**config.mk**
```make
export PLATFORM = sky130hd
export DESIGN_NAME = mac_pkt_gen
export DESIGN_NICKNAME = d
export VERILOG_FILES = /design/src/rtl/mac_pkt_gen.sv
export SDC_FILE = /design/constraint.sdc
export NUM_CORES = 1
export LEC_CHECK = 0
export BUFFER_PORTS_ARGS = -buffer_cell sky130_fd_sc_hd__buf_4
export CORE_UTILIZATION = 23
export CTS_BUF_LIST = sky130_fd_sc_hd__clkbuf_2 sky130_fd_sc_hd__clkbuf_4 sky130_fd_sc_hd__clkbuf_8
export CTS_CLUSTER_DIAMETER = 150
export CTS_CLUSTER_SIZE = 10
export DETAILED_ROUTE_END_ITERATION = 7
export GPL_ROUTABILITY_DRIVEN = 0
export PLACE_DENSITY = 0.37
export SLEW_MARGIN = 10
export SYNTH_ARGS = -nofsm -noshare
export SYNTH_HDL_FRONTEND = slang
export SYNTH_SLANG_ARGS = --single-unit
```
**constraint.sdc**
```tcl
create_clock -name s_user_clk -period 5.05 [get_ports s_user_clk]
set_clock_uncertainty 0.15 [all_clocks]
set_input_delay 0.2525 -clock s_user_clk [delete_from_list [all_inputs] [get_ports s_user_clk]]
set_output_delay 0.2525 -clock s_user_clk [all_outputs]
set_load 0.01 [all_outputs]
```
**src/rtl/mac_pkt_gen.sv**
```systemverilog
// mac_pkt_gen: traffic source for the teng_mac user TX stream; frame length sweeps LEN_MIN..LEN_MAX, payload is deterministic.
// Latency: first beat is valid one clock after start_i is sampled; IPG_CYCLES idle clocks separate frames.
// Backpressure: a presented beat holds until tx_ready_i; a new frame waits while MAX_OUTST frames lack a response.
// Build option MAC_PKT_GEN_PRBS_EN: payload is PRBS-31 (x^31+x^28+1) instead of an incrementing byte counter.
module mac_pkt_gen #(
  parameter int LEN_MIN    = 60,
  parameter int LEN_MAX    = 1514,
  parameter int LEN_STEP   = 1,
  parameter int IPG_CYCLES = 4,
  parameter int MAX_OUTST  = 8
) (
  input  logic        s_user_clk,
  input  logic        r_global_rst,
  input  logic        start_i,
  input  logic        stop_i,
  input  logic [15:0] num_pkts_i,
  output logic [31:0] tx_data_o,
  output logic [3:0]  tx_vldb_o,
  output logic        tx_valid_o,
  input  logic        tx_ready_i,
  output logic        tx_last_o,
  output logic        tx_user_o,
  input  logic        tx_status_i,
  input  logic        tx_rsp_valid_i,
  output logic        busy_o,
  output logic        done_o,
  output logic [15:0] sent_cnt_o,
  output logic [15:0] ok_cnt_o,
  output logic [15:0] err_cnt_o
);

  typedef enum logic [1:0] {
    IDLE  = 2'd0,
    SEND  = 2'd1,
    GAP   = 2'd2,
    DRAIN = 2'd3
  } state_t;

  // Last value of the gap counter before the FSM leaves GAP.
  localparam logic [15:0] GAP_LAST = (IPG_CYCLES == 0) ? 16'd0 : 16'(IPG_CYCLES - 1);

  state_t      state;
  logic [15:0] len;          // length of the frame in flight (or just finished)
  logic [15:0] rem;          // bytes of the current frame not yet presented
  logic [15:0] pkts_target;  // frames requested for this run, 0 = continuous
  logic [15:0] gap_cnt;
  logic [7:0]  outst;        // frames accepted but not yet answered
  logic        stop_pend;

  logic        frame_done;
  logic [16:0] len_sum;
  logic [15:0] len_nx;
  logic [7:0]  outst_nx;
  logic [15:0] sent_nx;
  logic        can_send;
  logic        stop_now;
  logic        due;
  logic        gap_end;
  logic        decide;
  logic        load;

  logic [15:0] src_rem;
  logic [2:0]  beat_n;
  logic [3:0]  beat_vldb;
  logic        beat_last;
  logic [15:0] rem_after;
  logic [31:0] beat_data;

  assign tx_user_o = 1'b0;

  // Frame accounting and the decision of whether a beat is loaded this clock.
  always_comb begin
    frame_done = tx_valid_o & tx_ready_i & tx_last_o;
    len_sum    = {1'b0, len} + 17'(LEN_STEP);
    len_nx     = (len_sum > 17'(LEN_MAX)) ? 16'(LEN_MIN) : len_sum[15:0];
    case ({frame_done, tx_rsp_valid_i})
      2'b10:   outst_nx = outst + 8'd1;
      2'b01:   outst_nx = (outst == 8'd0) ? 8'd0 : outst - 8'd1;
      default: outst_nx = outst;
    endcase
    sent_nx  = sent_cnt_o + {15'd0, frame_done};
    can_send = (outst_nx < 8'(MAX_OUTST));
    stop_now = stop_pend | stop_i;
    due      = !stop_now && ((pkts_target == 16'd0) || (sent_nx < pkts_target));
    gap_end  = (state == GAP) && (gap_cnt == GAP_LAST);
    // With no inter-packet gap the next-frame decision is taken on the last-beat accept itself.
    decide   = ((state == SEND) && frame_done && (IPG_CYCLES == 0)) || gap_end;
    load     = ((state == IDLE) && start_i) ||
               ((state == SEND) && !tx_valid_o && can_send) ||
               ((state == SEND) && tx_valid_o && tx_ready_i && !tx_last_o) ||
               (decide && due && can_send);
  end

  // Shape of the next beat: byte count, enables and end-of-frame flag.
  always_comb begin
    if (state == IDLE) begin
      src_rem = 16'(LEN_MIN);
    end else if (frame_done) begin
      src_rem = len_nx;
    end else begin
      src_rem = rem;
    end
    beat_n = (src_rem >= 16'd4) ? 3'd4 : src_rem[2:0];
    case (beat_n)
      3'd1:    beat_vldb = 4'h1;
      3'd2:    beat_vldb = 4'h3;
      3'd3:    beat_vldb = 4'h7;
      default: beat_vldb = 4'hF;
    endcase
    beat_last = (src_rem <= 16'd4);
    rem_after = src_rem - {13'd0, beat_n};
  end

`ifdef MAC_PKT_GEN_PRBS_EN
  logic [30:0] prbs;
  logic [30:0] src_prbs;
  logic [30:0] prbs_after;
  logic [31:0] prbs_word;

  // 32 PRBS-31 bits per beat, first generated bit lands in byte0 bit0; masked bytes still use their bits.
  always_comb begin : prbs_gen
    logic [30:0] p;
    logic        fb;
    src_prbs  = (state == IDLE) ? 31'h7FFF_FFFF : prbs;
    p         = src_prbs;
    fb        = 1'b0;
    prbs_word = '0;
    for (int i = 0; i < 32; i++) begin
      fb           = p[30] ^ p[27];
      prbs_word[i] = fb;
      p            = {p[29:0], fb};
    end
    prbs_after = p;
    beat_data  = prbs_word & {{8{beat_vldb[3]}}, {8{beat_vldb[2]}}, {8{beat_vldb[1]}}, {8{beat_vldb[0]}}};
  end

  // PRBS state advances once per loaded beat and restarts from the seed on start.
  always_ff @(posedge s_user_clk or negedge r_global_rst) begin
    if (!r_global_rst) begin
      prbs <= 31'h7FFF_FFFF;
    end else if (load) begin
      prbs <= prbs_after;
    end
  end
`else
  logic [7:0] byte_cnt;
  logic [7:0] src_cnt;
  logic [7:0] cnt_after;

  // Payload bytes continue the run byte counter; unused lanes stay zero.
  always_comb begin
    src_cnt   = (state == IDLE) ? 8'd0 : byte_cnt;
    beat_data = '0;
    for (int i = 0; i < 4; i++) begin
      if (i < int'(beat_n)) begin
        beat_data[8*i +: 8] = src_cnt + 8'(i);
      end
    end
    cnt_after = src_cnt + {5'd0, beat_n};
  end

  // Run byte counter advances by the number of real bytes in each loaded beat.
  always_ff @(posedge s_user_clk or negedge r_global_rst) begin
    if (!r_global_rst) begin
      byte_cnt <= 8'd0;
    end else if (load) begin
      byte_cnt <= cnt_after;
    end
  end
`endif

  // Control FSM with registered stream outputs, status flags and counters.
  always_ff @(posedge s_user_clk or negedge r_global_rst) begin
    if (!r_global_rst) begin
      state       <= IDLE;
      len         <= 16'(LEN_MIN);
      rem         <= 16'(LEN_MIN);
      pkts_target <= 16'd0;
      gap_cnt     <= 16'd0;
      outst       <= 8'd0;
      stop_pend   <= 1'b0;
      tx_data_o   <= 32'd0;
      tx_vldb_o   <= 4'd0;
      tx_valid_o  <= 1'b0;
      tx_last_o   <= 1'b0;
      busy_o      <= 1'b0;
      done_o      <= 1'b0;
      sent_cnt_o  <= 16'd0;
      ok_cnt_o    <= 16'd0;
      err_cnt_o   <= 16'd0;
    end else begin
      done_o <= 1'b0;
      outst  <= outst_nx;

      if (frame_done) begin
        sent_cnt_o <= sent_nx;
        len        <= len_nx;
        rem        <= len_nx;
      end

      if (tx_rsp_valid_i) begin
        if (tx_status_i) begin
          ok_cnt_o <= ok_cnt_o + 16'd1;
        end else begin
          err_cnt_o <= err_cnt_o + 16'd1;
        end
      end

      if (load) begin
        tx_valid_o <= 1'b1;
        tx_data_o  <= beat_data;
        tx_vldb_o  <= beat_vldb;
        tx_last_o  <= beat_last;
        rem        <= rem_after;
      end else if (tx_valid_o && tx_ready_i) begin
        tx_valid_o <= 1'b0;
        tx_data_o  <= 32'd0;
        tx_vldb_o  <= 4'd0;
        tx_last_o  <= 1'b0;
      end

      case (state)
        IDLE: begin
          if (start_i) begin
            state       <= SEND;
            len         <= 16'(LEN_MIN);
            pkts_target <= num_pkts_i;
            stop_pend   <= 1'b0;
            sent_cnt_o  <= 16'd0;
            ok_cnt_o    <= 16'd0;
            err_cnt_o   <= 16'd0;
            busy_o      <= 1'b1;
          end
        end
        SEND: begin
          if (stop_i) begin
            stop_pend <= 1'b1;
          end
          if (frame_done) begin
            if (IPG_CYCLES == 0) begin
              state <= due ? SEND : DRAIN;
            end else begin
              state   <= GAP;
              gap_cnt <= 16'd0;
            end
          end
        end
        GAP: begin
          if (stop_i) begin
            stop_pend <= 1'b1;
          end
          if (gap_end) begin
            state <= due ? SEND : DRAIN;
          end else begin
            gap_cnt <= gap_cnt + 16'd1;
          end
        end
        DRAIN: begin
          if (outst_nx == 8'd0) begin
            state  <= IDLE;
            busy_o <= 1'b0;
            done_o <= 1'b1;
          end
        end
        default: state <= IDLE;
      endcase
    end
  end

endmodule

```
==> impl_metrics.json, run 1 <==
{
  "antenna_found_initial": 0,
  "syn_inst": 1130,
  "dpl.cell_count": 1805,
  "cp_common_cell": "and3_1",
  "slowest_stage": "or4_1",
  "worstPathArrival_ps": 5000,
  "die_x_um": 211,
  "clock_path_buffers": 2,
  "drt_wl_total_mm": 31.5,
  "synth_top_area_cell": "dfrtp_1",
  "finalHoldViolCount": 0,
  "numCtsBuffers": 17,
  "stdcell_count": 1866,
  "synth_warnings": 0,
  "ys_types": 86,
  "wl_per_cell_um": 16.9,
  "maxCapViolCount": 0,
  "synthTopCellsByCount": "162 x dfrtp_1, 137 x nand2_1, 111 x nor2_1, 61 x xor2_1, 55 x o21ai_0",
  "drc": 0,
  "final_layout_size_suffix_gt1_share_pct": 18.1,
  "place.port_buffers": 110,
  "grt_pass1_wl_mm": 50.5,
  "reg2reg_slack_ps": 300,
  "numClockSinks": 170,
  "synth_most_common_cell": "dfrtp_1",
  "synth-seq-area-share_pct": 42.3,
  "diodes": 0,
  "cts_root_buf": "clkbuf_8",
  "syn2layout_area_growth_pct": 23.1,
  "pre_cts_ws_ps": -195,
  "dieArea_um2": 44700,
  "cts_tree": "done",
  "fin_area_um2": 12400,
  "postSynth.asyncResetShare_pct": 100,
  "placed_area_um2": 11700,
  "synth_top_cell_area_share_pct": 40.2,
  "ioPinCount": 112,
  "track_usage_pct": 14.6,
  "max_stage_delay_ps": 430,
  "min_period_ps": 4750,
  "endpoint_kind": "flop",
  "setup_viol": 0,
  "critical_path.cell_chain": "nand3_4 -> inv_1 -> ha_1 -> nand3_1 -> nor2_1 -> and3_1 -> and3_1 -> and3_1 -> nand3_1 -> buf_4 -> xnor2_1 -> ha_1 -> a21oi_1 -> o21ai_0 -> or4_1 -> a21oi_2 -> o311ai_1 -> buf_4 -> a21bo_2 -> and3_1 -> buf_4 -> a22o_1",
  "nNetsFinal": 1331,
  "final.fill_count": 4642,
  "worstMarginPinSlew_ps": 959,
  "crit_buf_inv": 4,
  "critPathLaunchType": "flop",
  "grt-ovfl-total": 0,
  "clock_latency_ps": 520,
  "power.density_nw_per_um2": 457,
  "drtAntennaViolNets": 0,
  "hold_ws_ps": 220,
  "rsz0062_at_grt": "false",
  "synth_edf_count": 0,
  "path_max_fanout": 32,
  "dp_hpwl_mm": 22.0,
  "synth_flop_cell": "dfrtp_1",
  "vias": 8713,
  "dr.pass1.iters": 4,
  "htreeDepth": 4,
  "finalCritPeriodShare_pct": 94.0,
  "grt_max_degree": 89,
  "worst_slack_ps": 302,
  "start_util_pct": 23.3,
  "fp-row-count": 76,
  "synth_area_leaders": "dfrtp_1 40%, xor2_1 5.3%, nand2_1 5.1%",
  "rr_worst_depth": 22,
  "ys_ff_latch": 170,
  "min_path_type": "input pin to asynchronous set/reset pin",
  "avgSynthCellArea_um2": 8.92,
  "total_power_w": 0.00567,
  "crit_type": "flop to flop",
  "required_ps": 5300,
  "routed_via_density": 4.67,
  "die_h_um": 211,
  "clk_pin_slew_worst_paths_ps": 100,
  "rr_startpoint": "tx_vldb_o[0]$_DFFE_PN0P_",
  "run_status": "finished, final reports clean",
  "core_um2": 43200,
  "slew_violations": 0,
  "critPathTopFamily": "simple AND/OR/NAND/NOR gates",
  "peakVddDrop_v": 0.000190,
  "timing.fmax_mhz": 211,
  "grt_pass1_vias": 8839,
  "leakagePower_nw": 5.49,
  "timing.rr.end": "tx_data_o[1]$_DFFE_PN0P_",
  "relSlewSlack_pct": 36.0,
  "drtIter0Drc": 433,
  "synth_area_um2": 10100
}
==> worst max-delay path by stage <==
stage,cells after the start,endpoint,slack (ps),from
final,22,tx_data_o[1]$_DFFE_PN0P_,300,tx_vldb_o[0]$_DFFE_PN0P_
after global routing,22,tx_data_o[6]$_DFFE_PN0P_,5,tx_vldb_o[0]$_DFFE_PN0P_
after CTS,23,rem[7]$_DFF_PN0_,40,tx_vldb_o[0]$_DFFE_PN0P_
after detailed placement,23,rem[3]$_DFF_PN1_,-190,tx_vldb_o[0]$_DFFE_PN0P_
after global placement,24,rem[3]$_DFF_PN1_,-30,tx_ready_i
after floorplan,24,tx_data_o[2]$_DFFE_PN0P_,30,tx_vldb_o[0]$_DFFE_PN0P_
==> layer usage <==
layer / up-vias / GRT usage, % / wire length, um
met5: - / 0 / 0
met4: 0 / 5.55 / 725
met3: 34 / 2.27 / 846
met2: 134 / 22.9 / 14700
met1: 4272 / 20.0 / 15300
li1: 4273 / - / -
==> cell families after synthesis <==
family                   share of synthesized area (%)
adder cells (fa/ha/maj)                           5.04
flip-flops                                        42.3
multiplexers                                      1.12
buffers and inverters                             4.49
AO/OA/AOI/OAI                                     16.4
other                                           0.0372
AND/OR/NAND/NOR                                   22.6
XOR/XNOR                                          7.99
==> through the flow <==
stage               setup TNS, ps  utilization [%]
floorplan                       0                -
detailed placement           -301             27.0
finish                          0             28.7
CTS                             0             28.6
global placement            -32.9             27.0
global route                    0             28.7
==> flip-flops by register name (all words and copies together), names as in the netlist <==
signal       flops
stop_pend        1
gap_cnt         16
sent_cnt_o      16
len             16
state            2
outst            8
tx_last_o        1
tx_vldb_o        4
byte_cnt         8
err_cnt_o       16
done_o           1
rem             16
busy_o           1
tx_data_o       32
ok_cnt_o        16
pkts_target     16
==> report_power, final <==
| part | switching [W] | internal (W) |
|---|---|---|
| Combinational | 0.00153 | 0.00103 |
| Clock | 0.000581 | 0.000483 |
| Sequential | 0.000330 | 0.00171 |
==> final cells by class <==
type / count / area [um2] / share of cell area, %
clock buffer: 20 / 275 / 2.22
clock inverter: 12 / 139 / 1.12
inverter: 44 / 165 / 1.33
multi-input combinational: 856 / 5420 / 43.7
sequential: 170 / 4260 / 34.4
tap: 585 / 732 / 5.90
timing repair buffer: 179 / 1410 / 11.4
==> cell usage in the layout (no fill, tap or decap), types with 4 or more instances in the layout <==
cell type and n:
a21o_1 11, buf_4 153, inv_1 43, clkbuf_8 21
o22ai_1 9, o2111ai_1 4, clkinvlp_4 4, a22oi_1 5
and4_1 7, nand3_1 52, xor2_1 61, a21oi_1 47
a211oi_1 13, dfstp_2 8, nor2b_1 6, xnor2_1 31
a21oi_2 4, o211ai_1 11, a32o_1 4, dfrtp_1 162
o21ai_0 55, ha_1 39, dlygate4sd3_1 25, a211o_1 4
nand4_1 26, and2_1 8, or3_1 14, and3_1 21
o21ai_1 32, nor3_1 27, nand2_1 136, nor4_1 14
a22o_1 7, mux2i_1 9, nand2b_1 6, o21a_1 4
nor2_1 109
==> what timing repair did <==
action                                  in CTS  in global routing
gates resized for setup                      1                  8
endpoints found under the setup margin      10                 53
pin swaps                                    0                  2
cloned                                       0                  1
hold buffers                                25                  0
buffers inserted                             0                  3
endpoints found under the hold margin      108                  0
No activity file was read; power rests on OpenSTA's default activity.
==> run 2, diff against run 1 <==
--- a/config.mk
+++ b/config.mk
@@ -5,6 +5,7 @@
 export SDC_FILE = /design/constraint.sdc
 export NUM_CORES = 1
 export LEC_CHECK = 0
+export ABC_AREA = 1
 export BUFFER_PORTS_ARGS = -buffer_cell sky130_fd_sc_hd__buf_4
 export CORE_UTILIZATION = 23
 export CTS_BUF_LIST = sky130_fd_sc_hd__clkbuf_2 sky130_fd_sc_hd__clkbuf_4 sky130_fd_sc_hd__clkbuf_8
@@ -12,7 +13,6 @@
 export CTS_CLUSTER_SIZE = 10
 export DETAILED_ROUTE_END_ITERATION = 7
 export GPL_ROUTABILITY_DRIVEN = 0
-export PLACE_DENSITY = 0.37
 export SLEW_MARGIN = 10
 export SYNTH_ARGS = -nofsm -noshare
 export SYNTH_HDL_FRONTEND = slang
==> run 2 against run 1 <==
Effect of this change:
- clock power is essentially flat
- area after synthesis shrank 1.8%
- first-iteration DRC count grew 46%
- critical endpoint is now byte_cnt[6]$_DFFE_PN0P_
==> impl_metrics.json, run 2 <==
{
  "run_status": "finished, final reports clean",
  "setup_tns_ps": 0,
  "dieArea_um2": 43900,
  "numClockSinks": 170,
  "dr.pass1.iters": 5,
  "routed_via_density": 4.49,
  "nNetsFinal": 1495,
  "synth_edf_count": 0,
  "critPathTopFamily": "buffers and inverters",
  "met3_usage_pct": 2.38,
  "synth_area_um2": 9890,
  "drc": 0,
  "synth-seq-area-share_pct": 43.1,
  "worst-path-stages": 21,
  "fp-row-count": 75,
  "dpl.cell_count": 1931,
  "synth_top_area_cell": "dfrtp_1",
  "ys_types": 52,
  "slowest_stage": "dlygate4sd3_1",
  "p_seq_share_pct": 36.1,
  "path_max_fanout": 57,
  "wl_per_cell_um": 13.4,
  "worstMarginPinSlew_ps": 938,
  "final_layout_size_suffix_gt1_share_pct": 14.7,
  "ioPinCount": 112,
  "critPathLaunchType": "input pin",
  "maxCapViolCount": 0,
  "avgSynthCellArea_um2": 7.60,
  "stdcell_count": 1985,
  "peakVddDrop_v": 0.000263,
  "regMostFlops": "tx_data_o",
  "synth_area_leaders": "dfrtp_1 41%, nand2_1 11%, inv_1 6.7%",
  "pre_cts_ws_ps": 368,
  "power_frac_comb_pct": 46.8,
  "antenna_found_initial": 1,
  "die_x_um": 209,
  "final_common_cell": "nand2_1",
  "cts_tree": "done",
  "numCtsBuffers": 17,
  "endpoint_kind": "flop",
  "crit_type": "input pin to flop",
  "grt_util_met2_pct": 20.0,
  "htreeDepth": 4,
  "leakagePower_nw": 5.82,
  "cts_root_buf": "clkbuf_8",
  "crit_buf_inv": 6,
  "syn_inst": 1302,
  "cp_common_cell": "nand2_1",
  "setup_viol": 0,
  "grt-ovfl-total": 0,
  "postSynth.asyncResetShare_pct": 100,
  "hold_ws_ps": 101,
  "slew_violations": 0,
  "power.density_nw_per_um2": 511,
  "dp_hpwl_mm": 19.6,
  "busiest_layer": "met2",
  "place.port_buffers": 110,
  "synthTopCellsByCount": "278 x nand2_1, 176 x inv_1, 162 x dfrtp_1, 138 x nor2_1, 115 x o21ai_0",
  "final_cell_mix": "277 x nand2_1, 175 x inv_1, 160 x dfrtp_1",
  "ys_ff_latch": 170,
  "finalHoldViolCount": 0,
  "p_int_w": 0.00332,
  "synth_flop_cell": "dfrtp_1",
  "drtAntennaViolNets": 0,
  "grt_pass1_vias": 8458,
  "grt_pass1_wl_mm": 43.5,
  "synth_most_common_cell": "nand2_1",
  "max_stage_delay_ps": 550,
  "synth_top_cell_area_share_pct": 41.0,
  "netSwitchingPower_w": 0.00281,
  "finalCritPeriodShare_pct": 91.5,
  "worstPathArrival_ps": 4860,
  "rsz0062_at_grt": "false",
  "track_usage_pct": 12.4,
  "die_h_um": 209,
  "whs_path_depth": 5,
  "drtIter0Drc": 634,
  "grt_util_met1_pct": 16.6,
  "vias": 8914,
  "largest_reg_flops": 32,
  "critical_path.cell_chain": "dlygate4sd3_1 -> buf_4 -> nand2_1 -> nor2_4 -> buf_4 -> clkinv_1 -> buf_4 -> nand2_1 -> nand3_2 -> nor3_4 -> nand3_4 -> nor2_1 -> ha_1 -> inv_1 -> fa_1 -> or2_2 -> a21oi_1 -> nand2_1 -> xor2_1 -> nand2_1 -> o21ai_0",
  "clkPwrFrac_pct": 17.1,
  "min_period_ps": 4620,
  "clk_pin_slew_worst_paths_ps": 120,
  "switching_share_pct": 45.8,
  "timing.fmax_mhz": 216,
  "grt_max_degree": 99,
  "clock_latency_ps": 490,
  "required_ps": 5290,
  "clock_path_buffers": 2,
  "relSlewSlack_pct": 37.5,
  "min_path_type": "input pin to flop",
  "start_util_pct": 23.4,
  "core_um2": 42200,
  "synth_warnings": 0,
  "rr_worst_depth": 19,
  "worst_slack_ps": 428,
  "final_util_pct": 28.4,
  "drt_wl_total_mm": 26.5,
  "syn2layout_area_growth_pct": 21.3
}
-- run 2: changes by cell type in the layout (fill, tap and decap cells not counted), moves of 12 or more --
cell     before  now
nand2_1     136  277
inv_1        43  175
nor4_1       14    2
o21ai_1      32    9
nand3_1      52   96
or3_1        14    0
o21ai_0      55  115
xnor2_1      31    9
and3_1       21    1
nor2_1      109  135
buf_4       153  122
xor2_1       61   30
-- run 2: cell type report --
cell class	count	area [um2]
fill	4567	30200
multi-input combinational	914	4800
sequential	170	4270
timing repair buffer	144	1140
inverter	185	694
tap	539	674
clock buffer	17	234
clock inverter	15	195
antenna	1	2.50
-- run 2: worst paths after layout --
| kind | startpoint | end | slack, ps |
|---|---|---|---|
| max | tx_ready_i | byte_cnt[6]$_DFFE_PN0P_ | 430 |
| min | tx_rsp_valid_i | err_cnt_o[6]$_DFF_PN0_ | 100 |
| max reg2reg | tx_last_o$_DFFE_PN0P_ | byte_cnt[6]$_DFFE_PN0P_ | 480 |
| min reg2reg | tx_data_o[2]$_DFFE_PN0P_ | tx_data_o[2]$_DFFE_PN0P_ | 340 |
| max in group asynchronous | r_global_rst | ok_cnt_o[0]$_DFF_PN0_ | 3350 |
| min in group asynchronous | r_global_rst | tx_data_o[18]$_DFFE_PN0P_ | 240 |
-- run 2: repair_timing --
action / 4_1_cts / 5_1_grt
hold endpoints to repair: 118 / 0
buffers inserted: 0 / 0
hold buffers: 21 / 0
setup endpoints to repair: 0 / 27
gates resized for setup: 0 / 5
-- run 2: power groups by stage --
stage          registers [W]  clock network, W  logic (W)
6_report             0.00221           0.00105    0.00287
5_1_grt              0.00227           0.00115    0.00326
4_1_cts              0.00221           0.00109    0.00289
3_5_place_dp         0.00223                 0    0.00286
3_3_place_gp         0.00223                 0    0.00280
2_1_floorplan        0.00222                 0    0.00186
-- run 2: through the flow --
step / total power (W) / area, um2
global placement: 0.00503 / 11400
global route: 0.00668 / 12000
floorplan: 0.00409 / 9900
CTS: 0.00619 / 12000
detailed placement: 0.00509 / 11400
finish: 0.00613 / 12000
-- run 2: logic make-up (layout without fill, tap and decap cells) --
family / Yosys count / count (layout) / synth area share [%]
compound gates: 218 / 218 / 11.9
xor+xnor: 39 / 39 / 3.45
fa+ha+maj: 40 / 40 / 5.13
buf+inv: 219 / 361 / 8.59
flops: 170 / 170 / 43.1
mux: 1 / 1 / 0.101
other cells: 1 / 3 / 0.0379
simple gates: 614 / 614 / 27.7
-- run 2: routing by layer --
layer	share of wire [%]	wire length, um
met1	49	12900
met2	46	12300
met3	3.5	934
met4	1.6	418
met5	0	0
-- run 2: tightest hold or removal path: stages --
cell and delay, ps:
buf_4 120, inv_1 70, nor2_1 120, nand2_1 100, a21oi_1 60
